**src/rtl/jk_bank_sequencer_if.sv**
```systemverilog
// Command/status bundle between a requester and the JK bank sequencer.
// The requester drives commands and abort; the sequencer reports ready/busy/done.
interface jk_bank_sequencer_if #(
  parameter int W     = 4,
  parameter int LEN_W = 8
);
  logic             cmd_valid;
  logic             cmd_ready;
  logic [1:0]       cmd_op;
  logic [W-1:0]     cmd_data;
  logic [LEN_W-1:0] cmd_len;
  logic             abort;
  logic             busy;
  logic             done;
  logic             aborted;

  modport master (
    output cmd_valid, cmd_op, cmd_data, cmd_len, abort,
    input  cmd_ready, busy, done, aborted
  );

  modport slave (
    input  cmd_valid, cmd_op, cmd_data, cmd_len, abort,
    output cmd_ready, busy, done, aborted
  );
endinterface

```
**src/rtl/jk_bank_sequencer.sv**
```systemverilog
// Drives the j/k pins of an external W-bit JK flip-flop bank so it acts as a
// clearable/loadable up/down counter, executing commands from a valid/ready port.
module jk_bank_sequencer #(
  parameter int W     = 4,
  parameter int LEN_W = 8
) (
  input  logic                 clk,
  input  logic                 rst,
  jk_bank_sequencer_if.slave   cmd,
  input  logic [W-1:0]         q_in,
  output logic [W-1:0]         j,
  output logic [W-1:0]         k
);

  typedef enum logic [1:0] {S_IDLE, S_EXEC, S_DONE} state_t;

  localparam logic [1:0] OP_CLEAR = 2'b00;
  localparam logic [1:0] OP_LOAD  = 2'b01;
  localparam logic [1:0] OP_UP    = 2'b10;
  localparam logic [1:0] OP_DOWN  = 2'b11;

  state_t           state_q, state_d;
  logic [1:0]       op_q, op_d;
  logic [W-1:0]     data_q, data_d;
  logic [LEN_W-1:0] cnt_q, cnt_d;
  logic             done_q, done_d;
  logic             aborted_q, aborted_d;

  // Toggle masks: bit i flips when every lower bit is 1 (up) or 0 (down).
  logic [W-1:0] up_t;
  logic [W-1:0] dn_t;

  for (genvar gi = 0; gi < W; gi++) begin : g_t
    if (gi == 0) begin : g_lsb
      assign up_t[gi] = 1'b1;
      assign dn_t[gi] = 1'b1;
    end else begin : g_upper
      assign up_t[gi] = &q_in[gi-1:0];
      assign dn_t[gi] = &(~q_in[gi-1:0]);
    end
  end

  always_comb begin
    state_d   = state_q;
    op_d      = op_q;
    data_d    = data_q;
    cnt_d     = cnt_q;
    done_d    = 1'b0;
    aborted_d = 1'b0;
    case (state_q)
      S_IDLE: begin
        if (cmd.cmd_valid) begin
          op_d   = cmd.cmd_op;
          data_d = cmd.cmd_data;
          cnt_d  = cmd.cmd_len;
          // A zero-length count has nothing to drive, so it completes at once.
          if (cmd.cmd_op[1] && (cmd.cmd_len == '0)) begin
            state_d = S_DONE;
            done_d  = 1'b1;
          end else begin
            state_d = S_EXEC;
          end
        end
      end
      S_EXEC: begin
        if (!op_q[1]) begin
          state_d = S_DONE;
          done_d  = 1'b1;
        end else if (cmd.abort) begin
          state_d   = S_DONE;
          done_d    = 1'b1;
          aborted_d = 1'b1;
        end else begin
          cnt_d = cnt_q - LEN_W'(1);
          if (cnt_q == LEN_W'(1)) begin
            state_d = S_DONE;
            done_d  = 1'b1;
          end
        end
      end
      default: begin
        state_d = S_IDLE;
      end
    endcase
  end

  always_ff @(posedge clk) begin
    if (rst) begin
      state_q   <= S_IDLE;
      op_q      <= OP_CLEAR;
      data_q    <= '0;
      cnt_q     <= '0;
      done_q    <= 1'b0;
      aborted_q <= 1'b0;
    end else begin
      state_q   <= state_d;
      op_q      <= op_d;
      data_q    <= data_d;
      cnt_q     <= cnt_d;
      done_q    <= done_d;
      aborted_q <= aborted_d;
    end
  end

  // Reset and abort gate the bank pins combinationally so that cycle's step is lost.
  always_comb begin
    j = '0;
    k = '0;
    if (!rst && (state_q == S_EXEC)) begin
      case (op_q)
        OP_CLEAR: k = '1;
        OP_LOAD: begin
          j = data_q;
          k = ~data_q;
        end
        OP_UP: begin
          if (!cmd.abort) begin
            j = up_t;
            k = up_t;
          end
        end
        default: begin
          if (!cmd.abort) begin
            j = dn_t;
            k = dn_t;
          end
        end
      endcase
    end
  end

  assign cmd.cmd_ready = (state_q == S_IDLE) && !rst;
  assign cmd.busy      = (state_q != S_IDLE);
  assign cmd.done      = done_q;
  assign cmd.aborted   = aborted_q;

endmodule

```
**src/flat_wrapper.sv**
```systemverilog
// flat-port wrapper written by rule: the top's interface ports become plain ports
module jk_bank_sequencer_flat 
#(
  parameter int W     = 4,
  parameter int LEN_W = 8
)
  (clk, rst, q_in, j, k, cmd_cmd_valid, cmd_cmd_op, cmd_cmd_data, cmd_cmd_len, cmd_abort, cmd_cmd_ready, cmd_busy, cmd_done, cmd_aborted);
  jk_bank_sequencer_if #(.W(W), .LEN_W(LEN_W)) cmd_i ();
  input  logic clk;
  input  logic rst;
  input  logic [W-1:0] q_in;
  output logic [W-1:0] j;
  output logic [W-1:0] k;
  input wire logic [$bits(cmd_i.cmd_valid)-1:0] cmd_cmd_valid;
  input wire logic [$bits(cmd_i.cmd_op)-1:0] cmd_cmd_op;
  input wire logic [$bits(cmd_i.cmd_data)-1:0] cmd_cmd_data;
  input wire logic [$bits(cmd_i.cmd_len)-1:0] cmd_cmd_len;
  input wire logic [$bits(cmd_i.abort)-1:0] cmd_abort;
  output wire logic [$bits(cmd_i.cmd_ready)-1:0] cmd_cmd_ready;
  output wire logic [$bits(cmd_i.busy)-1:0] cmd_busy;
  output wire logic [$bits(cmd_i.done)-1:0] cmd_done;
  output wire logic [$bits(cmd_i.aborted)-1:0] cmd_aborted;
  assign cmd_i.cmd_valid = cmd_cmd_valid;
  assign cmd_i.cmd_op = cmd_cmd_op;
  assign cmd_i.cmd_data = cmd_cmd_data;
  assign cmd_i.cmd_len = cmd_cmd_len;
  assign cmd_i.abort = cmd_abort;
  assign cmd_cmd_ready = cmd_i.cmd_ready;
  assign cmd_busy = cmd_i.busy;
  assign cmd_done = cmd_i.done;
  assign cmd_aborted = cmd_i.aborted;
  jk_bank_sequencer #(.W(W), .LEN_W(LEN_W)) u_core (.clk(clk), .rst(rst), .cmd(cmd_i), .q_in(q_in), .j(j), .k(k));
endmodule
```
**config.mk**
```make
export PLATFORM = sky130hd
export DESIGN_NAME = jk_bank_sequencer_flat
export DESIGN_NICKNAME = d
export VERILOG_FILES = /design/src/rtl/jk_bank_sequencer_if.sv /design/src/rtl/jk_bank_sequencer.sv /design/src/flat_wrapper.sv
export SDC_FILE = /design/constraint.sdc
export NUM_CORES = 1
export LEC_CHECK = 0
export ABC_CLOCK_PERIOD_IN_PS = 1900
export CAP_MARGIN = 5
export CELL_PAD_IN_SITES_DETAIL_PLACEMENT = 1
export CELL_PAD_IN_SITES_GLOBAL_PLACEMENT = 2
export CORE_MARGIN = 3
export CORE_UTILIZATION = 25
export CTS_CLUSTER_DIAMETER = 30
export DETAILED_ROUTE_END_ITERATION = 10
export PLACE_DENSITY = 0.82
export SLEW_MARGIN = 20
export SYNTH_ARGS = -nofsm -noshare
export SYNTH_HDL_FRONTEND = slang
export SYNTH_SLANG_ARGS = --single-unit
```
**constraint.sdc**
```tcl
create_clock -name clk -period 1.9 [get_ports clk]
set_input_delay 0.285 -clock clk [delete_from_list [all_inputs] [get_ports clk]]
set_output_delay 0.285 -clock clk [all_outputs]
set_load 0.02 [all_outputs]
```
==> run summary <==
Status = complete, no violations
Clk pin slew, worst setup/hold paths = 0.07 ns
Largest net degree at the start of global routing = 18
DP HPWL = 3046 um
Final setup viols = 0
Clock Skew = 0.0006910 ns
Worst Reg-to-Reg Cells = 6
Flops & latches, synth = 18
Gate power share = 41.5%
Final ANT Viol Nets = 0
CP max stage delay = 0.43 ns
Fin util = 39.55%
Reg-to-Reg End = u_core.cnt_q[6]
Tightest Pin Transition = 0.3814 ns
# port buffers = 32
Fillers = 504
Post-synthesis cell area = 1135 um^2
Later-pin clock latency in the skew report = 0.25 ns
Family with the most delay on the worst path = buffers and inverters
Net Count, Synth = 172
Placed cells = 241
Sw Share = 36.63%
WHS Path Cells = 2
Worst hold margin = 0.5248 ns
Worst setup EP type = output port
Final Power = 1.279 mW
Hold_sp = u_core.cnt_q[7]
Reg-to-reg startpoint = u_core.cnt_q[1]
Vias in the first global route = 1354
Die Y = 73.38 um
Core footprint = 4173 um^2
Pre-antenna DRT Iters = 6
Initial DRC count = 21
Internal power = 0.8106 mW
Ys async rst share = 0%
Netlist cell types = 42
H-tree Lvls = 1
Number of synthesized flops with an enable pin = 0
CP max FO = 2
Hold endpoint = u_core.cnt_q[7]
Leakage Power = 0.6599 nW
Max_cap viols = 0
Avg Inst Size Synth = 7.668 um^2
Setup TNS = 0 ns
WS Path Type = in2out
Hold Path Class = reg2reg
Die footprint = 5384 um^2
Clock root cell = clkbuf_8
WL/cell = 16.14 um
Worst Setup Start Kind = input port
Std-Cell Rows = 23
Cts bufs inserted = 3
Area grow syn2layout = 45.42%
Diode count = 0
Clk pwr share = 21.6%
NetSw = 0.4685 mW
Peak supply drop = 0.0002775 V
Fin. max-slew vios = 0
RD Place Congestion = 0.8241
Synth Flop Type = dfxtp_1
DRC = 0
Max-slew headroom = 74.52%
Final Hold Vio Count = 0
Data arrival, critical path = 1.58 ns
Final non-filler cell total = 244
Postcts setup bufs = 0
Seq/Total Area, Yosys = 31.75%
Buf+Inv Stages, Crit Path = 2
Yosys warning count = 0
Post-synthesis cell count = 148
Worst-path cell chain = clkdlybuf4s50_1, and4bb_2, nand3_2, a21o_1, a21oi_2, buf_6
Fin crit share = 98.28%
Total Wirelength = 3937 um
Crit path time final = 1.867 ns
Initial core utilization = 27.20%
CTS max path bufs = 2
TritonCTS clock tree = built
Fmax = 0.5355 GHz
Sequential Power Share = 37.0%
Die W = 73.38 um
GRT Resource Usage Total = 15.32%
First-pass GRT wire length = 6472 um
Congestion Overflow GR = 0
Layout cells sized above 1 = 21.65%
# IOs = 34
Layout net count = 220
Crit path max-delay cell type = clkdlybuf4s50_1
Pwr Density = 775.1 nW/um^2
TritonCTS Sinks = 18
Register-to-register setup slack = 0.16 ns
CP required = 1.62 ns
Vias per std cell = 5.270
Via count = 1286
Initial antenna violation count = 0
==> cell families after synthesis <==
kind of cell,Yosys count,synth area share [%]
adders and majority gates,2,2.205
muxes,5,4.410
DFF,18,31.75
AOI/OAI and AO/OA,47,25.69
and+or+nand+nor,63,30.65
buffers and inverters,13,5.291
==> Yosys cell counts, types with 2 or more instances <==
cell type / n / area [um^2]
nor2_1: 21 / 78.83
a21oi_1: 18 / 90.09
dfxtp_1: 18 / 360.4
nand2_1: 10 / 37.54
o21ai_0: 10 / 50.05
inv_1: 6 / 22.52
mux2i_1: 5 / 50.05
nor3_1: 5 / 25.02
nand2b_1: 4 / 25.02
a211oi_1: 3 / 22.52
and3_1: 3 / 18.77
buf_2: 3 / 15.01
nand3_1: 3 / 15.01
o31ai_1: 3 / 22.52
a21o_1: 2 / 15.01
a31oi_1: 2 / 12.51
buf_4: 2 / 15.01
ha_1: 2 / 25.02
nor2b_1: 2 / 12.51
nor3b_1: 2 / 15.01
nor4_1: 2 / 12.51
nor4b_1: 2 / 17.52
==> worst max-delay path by stage <==
stage	depth (start not counted)	endpoint	slack [ns]	from
floorplan	5	k[3]	0.22	u_core.op_q[0]
global placement	6	k[3]	-0.41	cmd_abort
detailed placement	6	k[3]	-0.50	cmd_abort
CTS	6	k[3]	-0.03	cmd_abort
global route	6	j[1]	-0.01	q_in[0]
finish	6	k[3]	0.03	cmd_abort
==> sequential cells by signal, summed over array words and instances (netlist names) <==
register / count
u_core.cmd.aborted: 1
u_core.cmd.done: 1
u_core.cnt_q: 8
u_core.data_q: 4
u_core.op_q: 2
u_core.state_q: 2
==> power groups by stage <==
stage	Combinational (mW)	Clock (mW)	Sequential, mW
after global placement	0.518	0	0.478
after global routing	0.588	0.302	0.480
after detailed placement	0.531	0	0.480
after CTS	0.525	0.287	0.471
after floorplan	0.316	0	0.472
final	0.530	0.276	0.473
==> final cells by class <==
type                    instances  area, um^2  area share (%)
repair buffers                 50       422.9           25.63
multi-input cells             117       739.5           44.81
well taps                      50       62.56           3.791
flip-flops and latches         18       361.6           21.91
clock buffers                   3       41.29           2.502
inverters                       6       22.52           1.365
==> worst reg2reg max path, cell delays in order (launching register included) <==
cell,delay (ns)
dfxtp_1,0.34
inv_1,0.11
ha_1,0.27
or4b_4,0.52
nor4_2,0.15
o22ai_1,0.11
o311a_1,0.13
==> cells in the final DEF (no fill, tap or decap), types with 3 or more instances in the layout <==
master / n
a21oi_1: 17
nand2_1: 10
and3_1: 3
dfxtp_1: 17
o21ai_0: 9
o31ai_1: 3
clkdlybuf4s50_1: 22
nor2_1: 21
dlygate4sd2_1: 3
buf_4: 18
nor3_1: 4
mux2i_1: 5
buf_2: 5
nand2b_1: 4
clkbuf_8: 3
inv_1: 6
a211oi_1: 3
==> stage by stage <==
stage,area (um^2),setup slack [ns]
floorplan,1135,0.2225
global placement,1615,-0.4078
detailed placement,1615,-0.5024
CTS,1632,-0.03366
global route,1650,-0.01098
finish,1650,0.03272
==> routing by layer <==
metal | up-vias | track usage, % | part of all wire [%]
met5 | - | 0 | 0
met4 | 0 | 5.433 | 0.91
met3 | 2 | 1.915 | 3.0
met2 | 24 | 24.93 | 49
met1 | 629 | 20.69 | 47
li1 | 631 | - | -
==> timing repair <==
action	CTS	global route
resized for setup	31	10
pin swaps	0	3
hold buffers	0	0
setup endpoints to repair	10	4
hold endpoints to repair	0	0
(Power assumes the default switching activity.)
